## src/rtl/tlc_pkg.sv

```systemverilog
`default_nettype none
// ============================================================================
// Module   : tlc_pkg
// Purpose  : Shared types and constants for the traffic light controller:
//            phase state encoding, lamp encodings, default phase times.
// Revision : 1.0  initial release
// ============================================================================
package tlc_pkg;

    // Phase states, visited in declaration order and wrapping back to MAIN_GREEN.
    typedef enum logic [2:0] {
        MAIN_GREEN  = 3'd0,
        MAIN_YELLOW = 3'd1,
        ALL_RED_A   = 3'd2,
        SIDE_GREEN  = 3'd3,
        SIDE_YELLOW = 3'd4,
        ALL_RED_B   = 3'd5
    } tlc_state_e;

    // Lamp encodings, {red,yellow,green} one-hot.
    localparam logic [2:0] LAMP_RED = 3'b100;
    localparam logic [2:0] LAMP_YEL = 3'b010;
    localparam logic [2:0] LAMP_GRN = 3'b001;

    // Default dwell counts.
    localparam int DEF_MAIN_GREEN_T = 20;
    localparam int DEF_SIDE_GREEN_T = 10;
    localparam int DEF_YELLOW_T     = 3;
    localparam int DEF_ALL_RED_T    = 1;

    // Lamp pattern for a state, returned as {main, side}.
    function automatic logic [5:0] lamps_for(input tlc_state_e s);
        logic [5:0] l;
        l = {LAMP_RED, LAMP_RED};
        case (s)
            MAIN_GREEN:  l = {LAMP_GRN, LAMP_RED};
            MAIN_YELLOW: l = {LAMP_YEL, LAMP_RED};
            SIDE_GREEN:  l = {LAMP_RED, LAMP_GRN};
            SIDE_YELLOW: l = {LAMP_RED, LAMP_YEL};
            default:     l = {LAMP_RED, LAMP_RED};
        endcase
        return l;
    endfunction

endpackage
`default_nettype wire

```

## src/rtl/traffic_light_controller_fsm.sv

```systemverilog
`default_nettype none
// ============================================================================
// Module   : traffic_light_controller_fsm
// Purpose  : Phase sequencer for a main/side street intersection. Drives the
//            timer's terminal count and restart pulse, latches side-street
//            car and pedestrian requests, and drives lamps and walk signal.
// Revision : 1.0  initial release
// ============================================================================
module traffic_light_controller_fsm
    import tlc_pkg::*;
#(
    parameter int MAIN_GREEN_T = DEF_MAIN_GREEN_T,
    parameter int SIDE_GREEN_T = DEF_SIDE_GREEN_T,
    parameter int YELLOW_T     = DEF_YELLOW_T,
    parameter int ALL_RED_T    = DEF_ALL_RED_T
) (
    input  logic       clk,
    input  logic       reset,
    input  logic       car_side,
    input  logic       ped_btn,
    input  logic       count_done,
    output logic [4:0] max_count,
    output logic       timer_clear,
    output logic [2:0] main_lights,
    output logic [2:0] side_lights,
    output logic       ped_walk
);

    // Phase times must fit the 5-bit timer.
    generate
        if (MAIN_GREEN_T > 31 || SIDE_GREEN_T > 31 || YELLOW_T > 31 || ALL_RED_T > 31)
        begin : g_param_check
            $error("traffic_light_controller_fsm: phase time parameter exceeds 31");
        end
    endgenerate

    localparam logic [4:0] C_MG_T = 5'(MAIN_GREEN_T);
    localparam logic [4:0] C_SG_T = 5'(SIDE_GREEN_T);
    localparam logic [4:0] C_Y_T  = 5'(YELLOW_T);
    localparam logic [4:0] C_AR_T = 5'(ALL_RED_T);

    tlc_state_e state_q, state_d;
    logic [4:0] max_count_q, max_count_d;
    logic       timer_clear_q, timer_clear_d;
    logic [2:0] main_q, main_d;
    logic [2:0] side_q, side_d;
    logic       ped_walk_q, ped_walk_d;
    logic       side_req_q, side_req_d;
    logic       ped_req_q, ped_req_d;

    logic       w_done;
    logic       w_enter;
    logic       w_sg_entry;

    // The done flag is stale during the clear cycle, so it is masked there.
    assign w_done     = count_done & ~timer_clear_q;
    assign w_sg_entry = (state_q == SIDE_GREEN) & timer_clear_q;

    // Next state, registered outputs and request latches.
    always_comb begin
        state_d       = state_q;
        max_count_d   = max_count_q;
        timer_clear_d = 1'b0;
        main_d        = main_q;
        side_d        = side_q;
        ped_walk_d    = 1'b0;
        side_req_d    = side_req_q;
        ped_req_d     = ped_req_q;
        w_enter       = 1'b0;

        case (state_q)
            MAIN_GREEN:  if (w_done && (side_req_q || ped_req_q)) state_d = MAIN_YELLOW;
            MAIN_YELLOW: if (w_done) state_d = ALL_RED_A;
            ALL_RED_A:   if (w_done) state_d = SIDE_GREEN;
            SIDE_GREEN:  if (w_done) state_d = SIDE_YELLOW;
            SIDE_YELLOW: if (w_done) state_d = ALL_RED_B;
            ALL_RED_B:   if (w_done) state_d = MAIN_GREEN;
            default:     state_d = ALL_RED_B;
        endcase

        w_enter       = (state_d != state_q);
        timer_clear_d = w_enter;

        case (state_d)
            MAIN_GREEN:               max_count_d = C_MG_T;
            SIDE_GREEN:               max_count_d = C_SG_T;
            MAIN_YELLOW, SIDE_YELLOW: max_count_d = C_Y_T;
            default:                  max_count_d = C_AR_T;
        endcase

        {main_d, side_d} = lamps_for(state_d);

        // Walk is decided once at SIDE_GREEN entry and held for the phase.
        if (state_d == SIDE_GREEN)
            ped_walk_d = w_enter ? (ped_req_q | ped_btn) : ped_walk_q;

        // Sticky requests, cleared in the SIDE_GREEN entry cycle; a new
        // request in that same cycle survives the clear.
        side_req_d = car_side | (side_req_q & ~w_sg_entry);
        ped_req_d  = ped_btn  | (ped_req_q  & ~w_sg_entry);
    end

    // State and output registers with asynchronous reset to ALL_RED_B.
    always_ff @(posedge clk or posedge reset) begin
        if (reset) begin
            state_q       <= ALL_RED_B;
            max_count_q   <= C_AR_T;
            timer_clear_q <= 1'b1;
            main_q        <= LAMP_RED;
            side_q        <= LAMP_RED;
            ped_walk_q    <= 1'b0;
            side_req_q    <= 1'b0;
            ped_req_q     <= 1'b0;
        end else begin
            state_q       <= state_d;
            max_count_q   <= max_count_d;
            timer_clear_q <= timer_clear_d;
            main_q        <= main_d;
            side_q        <= side_d;
            ped_walk_q    <= ped_walk_d;
            side_req_q    <= side_req_d;
            ped_req_q     <= ped_req_d;
        end
    end

    assign max_count   = max_count_q;
    assign timer_clear = timer_clear_q;
    assign main_lights = main_q;
    assign side_lights = side_q;
    assign ped_walk    = ped_walk_q;

endmodule
`default_nettype wire

```

## config.mk

```make
export PLATFORM = sky130hd
export DESIGN_NAME = traffic_light_controller_fsm
export DESIGN_NICKNAME = d
export VERILOG_FILES = /design/src/rtl/tlc_pkg.sv /design/src/rtl/traffic_light_controller_fsm.sv
export SDC_FILE = /design/constraint.sdc
export NUM_CORES = 1
export LEC_CHECK = 0
export BUFFER_PORTS_ARGS = -buffer_cell sky130_fd_sc_hd__buf_4
export CAP_MARGIN = 20
export CORE_UTILIZATION = 45
export CTS_BUF_LIST = sky130_fd_sc_hd__clkbuf_4 sky130_fd_sc_hd__clkbuf_8
export CTS_CLUSTER_DIAMETER = 120
export CTS_CLUSTER_SIZE = 16
export DETAILED_ROUTE_END_ITERATION = 8
export PLACE_DENSITY = 0.78
export SYNTH_ARGS = -nofsm -noshare
export SYNTH_HDL_FRONTEND = slang
export SYNTH_SLANG_ARGS = --single-unit
```

## constraint.sdc

```tcl
create_clock -name clk -period 3.04 [get_ports clk]
set_clock_uncertainty 0.2 [all_clocks]
set_input_delay 0.304 -clock clk [delete_from_list [all_inputs] [get_ports clk]]
set_output_delay 0.304 -clock clk [all_outputs]
set_load 0.03 [all_outputs]
```

==> flow_summary.toml <==
[outcome]
status = "finished with violations"
violations = "DRC"

[logic_synthesis]
synth_area_per_cell_sq_um = 11.7
ys_types = 30
yosysSeqAreaShare_pct = 56.3
netlist_instances = 66
synth_nets = 71
syn-cell-area_sq_um = 769
ys_warn_count = 0
synth-seq-cells = 17

[clocking]
cts_setup_buffers = 0
cts_htree_levels = 1
ctsLongestPathBuffers = 2
cts_buffers = 3
cts.hold.buffers_added = 3
clk_pin_slew_worst_paths_ns = 0.09
tritoncts = "done"
postCtsResizedCells = 0
cts_sinks = 17
root_buffer = "clkbuf_4"
worstSkewPairLatency_ns = 0.29

[sta]
fin_crit_sh_pct = 55.1
fmax_mhz = 597
maxSlewViolCount = 0
fin_ws_ns = 1.36
rsz0062_at_grt = "no"
setup-tns-final_ns = 0
hold_violations = 0
finalWorstPathRequiredPeriod_ns = 1.68
maxSlewHeadroom_pct = 59.5
tightest_slew_ns = 0.607
setup_viol = 0

[power]
powerDensity_nw_per_um2 = 1050
vdd_drop_max_v = 0.000451
p_leak_nw = 0.426

[worst_setup_path]
end_kind = "flop"
crit_path_max_incr_delay_ns = 0.67
r2r_setup_slack_ns = 1.36
cp.arrival_ns = 1.67
cp_num_cells = 4
crit_type = "reg2reg"
startpoint_type = "flop"
crit_chain = "nor3_2, a22oi_4, nor2_2, a2111oi_2"
required_ns = 3.03
reg2reg_to = "ped_walk$_DFFE_PP0P_"
cp_num_buf_inv = 0
cp_slowest_cell = "dfstp_2"
r2r-start = "state_q[2]$_DFF_PP1_"
reg2reg_depth = 4
crit_fanout = 13
critPathTopFamily = "flip-flops"

[grt]
gr-total-overflow = 0
grt_start_max_net_pins = 18
antenna_found_initial = 0
grt_pass1_wl_microns = 2150
grt_use_total_pct = 16.0
grt_pass1_vias = 484

[min_path]
hold_class = "in2reg"
min_path_cells = 3
min_to = "timer_clear$_DFF_PP1_"
hold_start = "count_done"

[floorplanning]
ios = 18
die_h_microns = 43.4
start_util_pct = 49.4
dieArea_sq_um = 1880
core_area_sq_um = 1560
placementRows = 14
die-width_microns = 43.4

[route]
vias = 531
route.detailed.drc = 2
drt-pass1-iter-count = 5
drt_wl_total_microns = 1290
drt.antenna.violating_nets = 0
drtIter0Drc = 5
viasPerCell = 5.21
wl_per_cell_microns = 12.6

[place]
place.gp.congestion = 0.789
place_inst = 95
place_hpwl_microns = 961
pre_cts_slack_ns = 1.38
port_buffers = 17

[cells_and_area]
layout_common_cells = "17 x buf_4, 11 x dfrtp_1, 8 x nor2_1"
synthToLayoutAreaGrowth_pct = 21.6
diodes = 0
area.sequential_sq_um = 433
instances_no_fill = 102
layout.nets = 92
multi_input_area_sq_um = 292
nFillCells = 123
layout-drive-gt1-share_pct = 40.7
final_common_cell = "buf_4"

[flow_run]
drv_cap = 0
## cell type report
cell class / count / area share [%]
flip-flops and latches: 17 / 46.3
multi-input cells: 44 / 31.1
clock buffers: 4 / 3.21
repair buffers: 20 / 16.8
inverters: 1 / 0.401
well taps: 16 / 2.14
## metal layers
layer	part of all wire, %	global-route usage (%)	vias to the layer above
met2	51	26.4	14
met4	0.70	3.75	0
li1	-	-	263
met1	44	19.0	251
met5	0	0	-
met3	4.5	7.50	3
## tightest hold or removal path: stages
cell,delay (ns)
buf_4,0.13
nand2b_4,0.10
a22oi_4,0.07
## cells in the mapped netlist, drive strengths merged
cell type	count	area (sq um)
o31ai	1	7.51
a21o	2	15.0
a2111oi	1	15.0
and2b	2	17.5
a21oi	1	5.00
o21a	1	7.51
dfstp	6	158
xor2	2	17.5
inv	1	3.75
xnor2	1	8.76
buf	4	41.3
o21ai	4	20.0
mux2	1	11.3
nand2	6	25.0
nor3	2	15.0
nand3	3	15.0
o22ai	1	6.26
nor2	9	36.3
dfrtp	11	275
nor2b	1	6.26
a21boi	1	7.51
a22oi	1	21.3
nand2b	3	26.3
a211oi	1	7.51
## power breakdown
group | switching, mW | internal, mW
Sequential | 0.0774 | 0.331
Combinational | 0.270 | 0.179
Clock | 0.0644 | 0.0600
## worst max path at each step
stage	slack, ns	to	startpoint
global placement	1.42	ped_walk$_DFFE_PP0P_	state_q[2]$_DFF_PP1_
finish	1.36	ped_walk$_DFFE_PP0P_	state_q[2]$_DFF_PP1_
floorplan	1.44	state_q[2]$_DFF_PP1_	timer_clear$_DFF_PP1_
global route	1.29	ped_walk$_DFFE_PP0P_	state_q[2]$_DFF_PP1_
CTS	1.35	ped_walk$_DFFE_PP0P_	state_q[2]$_DFF_PP1_
detailed placement	1.38	ped_walk$_DFFE_PP0P_	state_q[2]$_DFF_PP1_
## kinds of logic (layout without fill, tap and decap cells)
family | count (synthesis) | in the layout | synth area share, %
buf+inv | 5 | 25 | 5.85
compound gates | 14 | 14 | 14.6
xor+xnor | 3 | 3 | 3.42
mux | 1 | 1 | 1.46
simple gates | 26 | 26 | 18.4
flops | 17 | 17 | 56.3
## registers in the layout, summed over array words and instances (netlist names)
signal       count
side_lights      3
ped_walk         1
ped_req_q        1
max_count        4
timer_clear      1
side_req_q       1
state_q          3
main_lights      3
## through the flow
step	instance area, sq um	power (mW)	hold slack (ns)	util, %
final	936	0.982	0.113	60.0
after floorplan	769	0.755	0.0257	-
after global placement	876	0.845	0.211	56.2
after CTS	936	0.989	0.109	60.0
after detailed placement	876	0.860	0.221	56.2
after global routing	936	1.04	0.112	60.0
Note: power is estimated with default switching activity, not from simulation.
